==> src/rtl/dmi_to_tl_bridge.sv <==
`default_nettype none
//------------------------------------------------------------------------------
// Module  : dmi_to_tl_bridge
// Purpose : Turns one DMI request at a time into a single-beat TileLink-UL
//           Get/PutFullData and returns one DMI response per request.
// Revision: 1.0 - initial release
//------------------------------------------------------------------------------
module dmi_to_tl_bridge #(
    parameter int DMI_ADDR_BITS = 7,
    parameter int TL_ADDR_BITS  = 7,
    parameter int TIMEOUT       = 0
) (
    input  logic                     clock,
    input  logic                     reset,
    input  logic                     dmi_req_valid,
    output logic                     dmi_req_ready,
    input  logic [DMI_ADDR_BITS-1:0] dmi_req_addr,
    input  logic [31:0]              dmi_req_data,
    input  logic [1:0]               dmi_req_op,
    output logic                     dmi_resp_valid,
    input  logic                     dmi_resp_ready,
    output logic [31:0]              dmi_resp_data,
    output logic [1:0]               dmi_resp_resp,
    output logic                     tl_a_valid,
    input  logic                     tl_a_ready,
    output logic [2:0]               tl_a_opcode,
    output logic [TL_ADDR_BITS-1:0]  tl_a_address,
    output logic [31:0]              tl_a_data,
    input  logic                     tl_d_valid,
    output logic                     tl_d_ready,
    input  logic [2:0]               tl_d_opcode,
    input  logic                     tl_d_denied,
    input  logic [31:0]              tl_d_data,
    output logic                     busy
);

    localparam int c_AW    = TL_ADDR_BITS - 2;
    localparam int c_CNT_W = (TIMEOUT > 0) ? $clog2(TIMEOUT + 1) : 1;
    localparam logic [c_CNT_W-1:0] c_CNT_LAST = c_CNT_W'((TIMEOUT > 0) ? TIMEOUT - 1 : 0);

    typedef enum logic [1:0] {
        IDLE   = 2'd0,
        A_SEND = 2'd1,
        D_WAIT = 2'd2,
        RESP   = 2'd3
    } state_t;

    state_t             state_q;
    logic [c_AW-1:0]    addr_q;
    logic [31:0]        data_q;
    logic [1:0]         op_q;
    logic [31:0]        resp_data_q;
    logic [1:0]         resp_resp_q;
    logic [c_CNT_W-1:0] cnt_q;

    logic w_is_read;
    logic w_d_ok;

    assign w_is_read = (op_q == 2'd1);
    assign w_d_ok    = !tl_d_denied && (tl_d_opcode == (w_is_read ? 3'd1 : 3'd0));

    // Handshake signals decode the state register only; the slave loops a_ready to d_ready.
    assign dmi_req_ready  = (state_q == IDLE);
    assign tl_a_valid     = (state_q == A_SEND);
    assign tl_d_ready     = (state_q == A_SEND) || (state_q == D_WAIT);
    assign dmi_resp_valid = (state_q == RESP);
    assign busy           = (state_q != IDLE);

    assign tl_a_opcode  = w_is_read ? 3'd4 : 3'd0;
    assign tl_a_address = {addr_q, 2'b00};
    assign tl_a_data    = (op_q == 2'd2) ? data_q : 32'd0;

    assign dmi_resp_data = resp_data_q;
    assign dmi_resp_resp = resp_resp_q;

    generate
        if (DMI_ADDR_BITS > c_AW) begin : g_addr_trunc
            logic unused_addr_hi;
            assign unused_addr_hi = ^dmi_req_addr[DMI_ADDR_BITS-1:c_AW];
        end
    endgenerate

    always_ff @(posedge clock or posedge reset) begin
        if (reset) begin
            state_q     <= IDLE;
            addr_q      <= '0;
            data_q      <= '0;
            op_q        <= '0;
            resp_data_q <= '0;
            resp_resp_q <= '0;
            cnt_q       <= '0;
        end else begin
            case (state_q)
                IDLE: begin
                    if (dmi_req_valid) begin
                        addr_q      <= dmi_req_addr[c_AW-1:0];
                        data_q      <= dmi_req_data;
                        op_q        <= dmi_req_op;
                        resp_data_q <= 32'd0;
                        resp_resp_q <= (dmi_req_op == 2'd3) ? 2'd2 : 2'd0;
                        if (dmi_req_op == 2'd1 || dmi_req_op == 2'd2) begin
                            state_q <= A_SEND;
                        end else begin
                            state_q <= RESP;
                        end
                    end
                end
                A_SEND: begin
                    // A D beat without an A fire is illegal and deliberately ignored.
                    if (tl_a_ready) begin
                        if (tl_d_valid) begin
                            resp_resp_q <= w_d_ok ? 2'd0 : 2'd2;
                            resp_data_q <= (w_d_ok && w_is_read) ? tl_d_data : 32'd0;
                            state_q     <= RESP;
                        end else begin
                            cnt_q   <= '0;
                            state_q <= D_WAIT;
                        end
                    end
                end
                D_WAIT: begin
                    if (tl_d_valid) begin
                        resp_resp_q <= w_d_ok ? 2'd0 : 2'd2;
                        resp_data_q <= (w_d_ok && w_is_read) ? tl_d_data : 32'd0;
                        state_q     <= RESP;
                    end else if (TIMEOUT > 0 && cnt_q == c_CNT_LAST) begin
                        resp_resp_q <= 2'd2;
                        resp_data_q <= 32'd0;
                        state_q     <= RESP;
                    end else begin
                        cnt_q <= cnt_q + c_CNT_W'(1);
                    end
                end
                RESP: begin
                    if (dmi_resp_ready) begin
                        state_q <= IDLE;
                    end
                end
                default: state_q <= IDLE;
            endcase
        end
    end

    a_no_orphan_d: assert property (@(posedge clock) disable iff (reset)
        !(state_q == A_SEND && tl_d_valid && !tl_a_ready));

endmodule
`default_nettype wire

==> config.mk <==
export PLATFORM = sky130hd
export DESIGN_NAME = dmi_to_tl_bridge
export DESIGN_NICKNAME = d
export VERILOG_FILES = /design/src/rtl/dmi_to_tl_bridge.sv
export SDC_FILE = /design/constraint.sdc
export NUM_CORES = 1
export LEC_CHECK = 0
export CORE_UTILIZATION = 40
export CTS_CLUSTER_DIAMETER = 80
export DETAILED_ROUTE_END_ITERATION = 6
export PLACE_DENSITY = 0.91
export SLEW_MARGIN = 30
export SYNTH_ARGS = -nofsm -noshare
export SYNTH_HDL_FRONTEND = slang
export SYNTH_SLANG_ARGS = --single-unit
export TNS_END_PERCENT = 50
==> constraint.sdc <==
create_clock -name clock -period 2.88 [get_ports clock]
set_input_delay 0.576 -clock clock [delete_from_list [all_inputs] [get_ports clock]]
set_output_delay 0.576 -clock clock [all_outputs]
set_load 0.03 [all_outputs]
==> out/qor.json <==
{
  "nFillCells": {"value": 587},
  "cp_data_required_time": {"value": 2.30, "unit": "ns"},
  "yosys_warnings": {"value": 0},
  "power.clock.fraction": {"value": 0.153},
  "first_iter_violations": {"value": 44},
  "mean_instance_size_in_the_synthesized_netlist": {"value": 13.8, "unit": "sq um"},
  "setup.worst_path.class": {"value": "flip-flop to output pin"},
  "ios": {"value": 164},
  "placed_instance_area": {"value": 4750, "unit": "sq um"},
  "grt.overflow.total": {"value": 0},
  "timing.final.crit_share": {"value": 0.873},
  "max_freq": {"value": 398, "unit": "MHz"},
  "drv_cap": {"value": 0},
  "cp.arrival": {"value": 1.94, "unit": "ns"},
  "ys_seq_area_frac": {"value": 0.579},
  "synth-main-ff-cell": {"value": "sky130_fd_sc_hd__dfrtp_1"},
  "synth.most_common_cell": {"value": "sky130_fd_sc_hd__dfrtp_1"},
  "power_switching_share": {"value": 0.386},
  "cellPowerDensity": {"value": 889, "unit": "nW/um^2"},
  "combinationalPowerShare": {"value": 0.502},
  "rr_endpoint": {"value": "dmi_resp_data[15]"},
  "portBuffers": {"value": 156},
  "clock-root-buffer": {"value": "sky130_fd_sc_hd__clkbuf_8"},
  "reg2reg_slack": {"value": 0.76, "unit": "ns"},
  "switching_power": {"value": 1.69, "unit": "mW"},
  "numClockSinks": {"value": 74},
  "detail_route.first_pass.iterations": {"value": 5},
  "synth_top_cells_by_area": {"value": "sky130_fd_sc_hd__dfrtp_1 58%, sky130_fd_sc_hd__mux2_2 14%, sky130_fd_sc_hd__a22o_1 8.5%"},
  "hold_path.class": {"value": "flip-flop to flip-flop"},
  "clock_skew": {"value": 0.00737, "unit": "ns"},
  "detail_route.wirelength": {"value": 7100, "unit": "um"},
  "ff2ff_path_depth": {"value": 6},
  "outcome": {"value": "finished clean"},
  "floorplan.initialDensity": {"value": 0.414},
  "synth_cells": {"value": 231},
  "final_replace_weighted_congestion": {"value": 0.707},
  "clock_path_buffers": {"value": 2},
  "internal-power": {"value": 2.68, "unit": "mW"},
  "timing.max_slew.rel_slack": {"value": 0.531},
  "chipHeight": {"value": 91.4, "unit": "um"},
  "detail_route.vias_per_cell": {"value": 4.76},
  "detail_route.wl_per_cell": {"value": 14.4, "unit": "um"},
  "share_of_power_burned_in_registers": {"value": 0.345},
  "cp-start-kind": {"value": "flip-flop"},
  "asyncSetResetFlopFracSynth": {"value": 1.00},
  "final.setup.tns": {"value": 0, "unit": "ns"},
  "ctsHoldBuffers": {"value": 0},
  "grt_first_pass_wirelength": {"value": 11500, "unit": "um"},
  "power.leakage": {"value": 2.20, "unit": "nW"},
  "cts.repair_timing.setup_buffer_count": {"value": 0},
  "path_clk_slew": {"value": 0.07, "unit": "ns"},
  "synthTopCellsByCount": {"value": "74 x sky130_fd_sc_hd__dfrtp_1, 39 x sky130_fd_sc_hd__mux2_2, 32 x sky130_fd_sc_hd__and2_1"},
  "hold_end": {"value": "data_q[3]"},
  "peakVddDrop": {"value": 0.360, "unit": "mV"},
  "drive_above_1_share": {"value": 0.244},
  "synth_seq_cells": {"value": 74},
  "clock_buffer_count_from_cts": {"value": 9},
  "nNetsFinal": {"value": 477},
  "cp_slowest_stage_delay": {"value": 0.71, "unit": "ns"},
  "critical_path.slowest_cell": {"value": "sky130_fd_sc_hd__clkdlybuf4s50_1"},
  "die-width": {"value": 91.4, "unit": "um"},
  "area_delta_synth_final": {"value": 53.6, "unit": "%"},
  "crit_family": {"value": "buffers and inverters"},
  "tightestPinTransition": {"value": 0.703, "unit": "ns"},
  "antenna_found_initial": {"value": 0},
  "synth_largest_area_cell": {"value": "sky130_fd_sc_hd__dfrtp_1"},
  "period_minus_slack": {"value": 2.51, "unit": "ns"},
  "place.detailed.hpwl": {"value": 5340, "unit": "um"},
  "timing.hold.worst.start": {"value": "data_q[3]"},
  "grt.total_usage": {"value": 0.178},
  "clock_insertion_delay_worst_skew": {"value": 0.33, "unit": "ns"},
  "cp.buffers_inverters": {"value": 2},
  "h-tree-depth": {"value": 3},
  "ff_latch_area": {"value": 1850, "unit": "sq um"},
  "hold_viol_final": {"value": 0},
  "via_count_of_the_first_global_routing_pass": {"value": 2503},
  "dr_total_vias": {"value": 2343},
  "placeable_core_region": {"value": 7730, "unit": "sq um"},
  "rows": {"value": 32},
  "end_kind": {"value": "output pin"},
  "final_max_slew_viol_count": {"value": 0},
  "synth_edf_count": {"value": 0},
  "drt_drc_violations_left": {"value": 0},
  "synth_cell_type_count": {"value": 28},
  "r2r-start": {"value": "state_q[1]"},
  "synth.cell_area": {"value": 3200, "unit": "sq um"},
  "antennaDiodeCount": {"value": 0},
  "setup_violations": {"value": 0},
  "detail-route-antenna-nets": {"value": 0},
  "resize_count_post_cts": {"value": 0},
  "cts_tree": {"value": "built"},
  "whs_path_depth": {"value": 1},
  "multiInputGateArea": {"value": 1220, "unit": "sq um"},
  "pin_count_of_the_biggest_net_entering_global_routing": {"value": 41},
  "critical_path.cell_chain": {"value": "inv_1 > ha_1 > clkdlybuf4s50_1"},
  "critical_path_peak_fanout": {"value": 5},
  "rsz_0062_raised_after_global_routing": {"value": "false"},
  "stdcell_area": {"value": 4910, "unit": "sq um"},
  "synth.top_cell.area_share": {"value": 0.579},
  "dieArea": {"value": 8360, "unit": "sq um"}
}
## area by class of cell
class,count,share of cell area
Tap cell,102,0.0260
Clock inverter,3,0.00357
Sequential cell,74,0.377
Clock buffer,11,0.0288
Inverter,5,0.00382
Timing Repair Buffer,160,0.313
Multi-Input combinational cell,137,0.248
## metrics by stage
step	instances	utilization	power, mW	hold slack (ns)	setup slack (ns)
floorplan	235	-	2.97	0.471	0.422
CTS	492	0.636	4.44	0.501	0.334
detailed placement	478	0.615	3.75	0.484	0.526
finish	492	0.636	4.37	0.496	0.367
global placement	478	0.615	3.66	0.470	0.596
global route	492	0.636	4.63	0.520	0.271
## power by group through the flow
stage	Sequential, mW	Clock (mW)	Combinational [mW]
finish	1.51	0.667	2.19
global route	1.55	0.736	2.35
floorplan	1.60	0	1.37
CTS	1.51	0.698	2.23
global placement	1.50	0	2.16
detailed placement	1.53	0	2.22
## worst max path at each step
stage	start	end	slack (ns)	cells past startpoint
floorplan	reset	addr_q[0]	0.42	1
global placement	tl_d_opcode[1]	dmi_resp_data[30]	0.60	5
detailed placement	tl_d_opcode[1]	dmi_resp_data[15]	0.53	5
CTS	state_q[1]	tl_d_ready	0.33	3
global route	state_q[0]	tl_d_ready	0.27	3
finish	state_q[1]	tl_d_ready	0.37	3
## metal layers
metal | share of wire | vias up | global-route usage
met4 | 0.014 | 0 | 0.0675
met1 | 0.41 | 1104 | 0.209
met2 | 0.50 | 115 | 0.311
met3 | 0.070 | 10 | 0.0436
met5 | 0 | - | 0
li1 | - | 1114 | -
## flip-flops by register name (all words and copies together) (netlist names)
signal         flops
data_q            32
dmi_resp_data     32
addr_q             5
op_q               2
state_q            2
dmi_resp_resp      1
## worst reg2reg max path, cell delays in order, from the launching register on
cell and delay (ns):
sky130_fd_sc_hd__dfrtp_1 0.42, sky130_fd_sc_hd__inv_1 0.12, sky130_fd_sc_hd__ha_1 0.37, sky130_fd_sc_hd__nor4b_4 0.25
sky130_fd_sc_hd__nand3_2 0.13, sky130_fd_sc_hd__nor2_4 0.53, sky130_fd_sc_hd__a22o_1 0.24
## cell families (layout without fill, tap and decap cells)
group,count (synthesis),after routing,share of synthesized area
AOI/OAI and AO/OA,40,40,0.106
xor gates and xnor gates,1,1,0.00274
adders and majority gates,7,7,0.0274
buffers and inverters,24,179,0.0450
DFF,74,74,0.579
muxes,39,39,0.137
other,1,5,0.00117
and+or+nand+nor,45,45,0.101
## cell usage in the layout, fill, tap and decap left out, drive strengths merged, types with 2 or more instances in the layout
cell and n:
dfrtp 74, or2b 3, buf 36, clkdlybuf4s50 124, a22o 32, mux2 39, clkbuf 11, ha 7
and2 32, clkinv 2, o21ai 3, inv 5, conb 5, nand2 3
No activity file was read; power rests on OpenSTA's default activity.
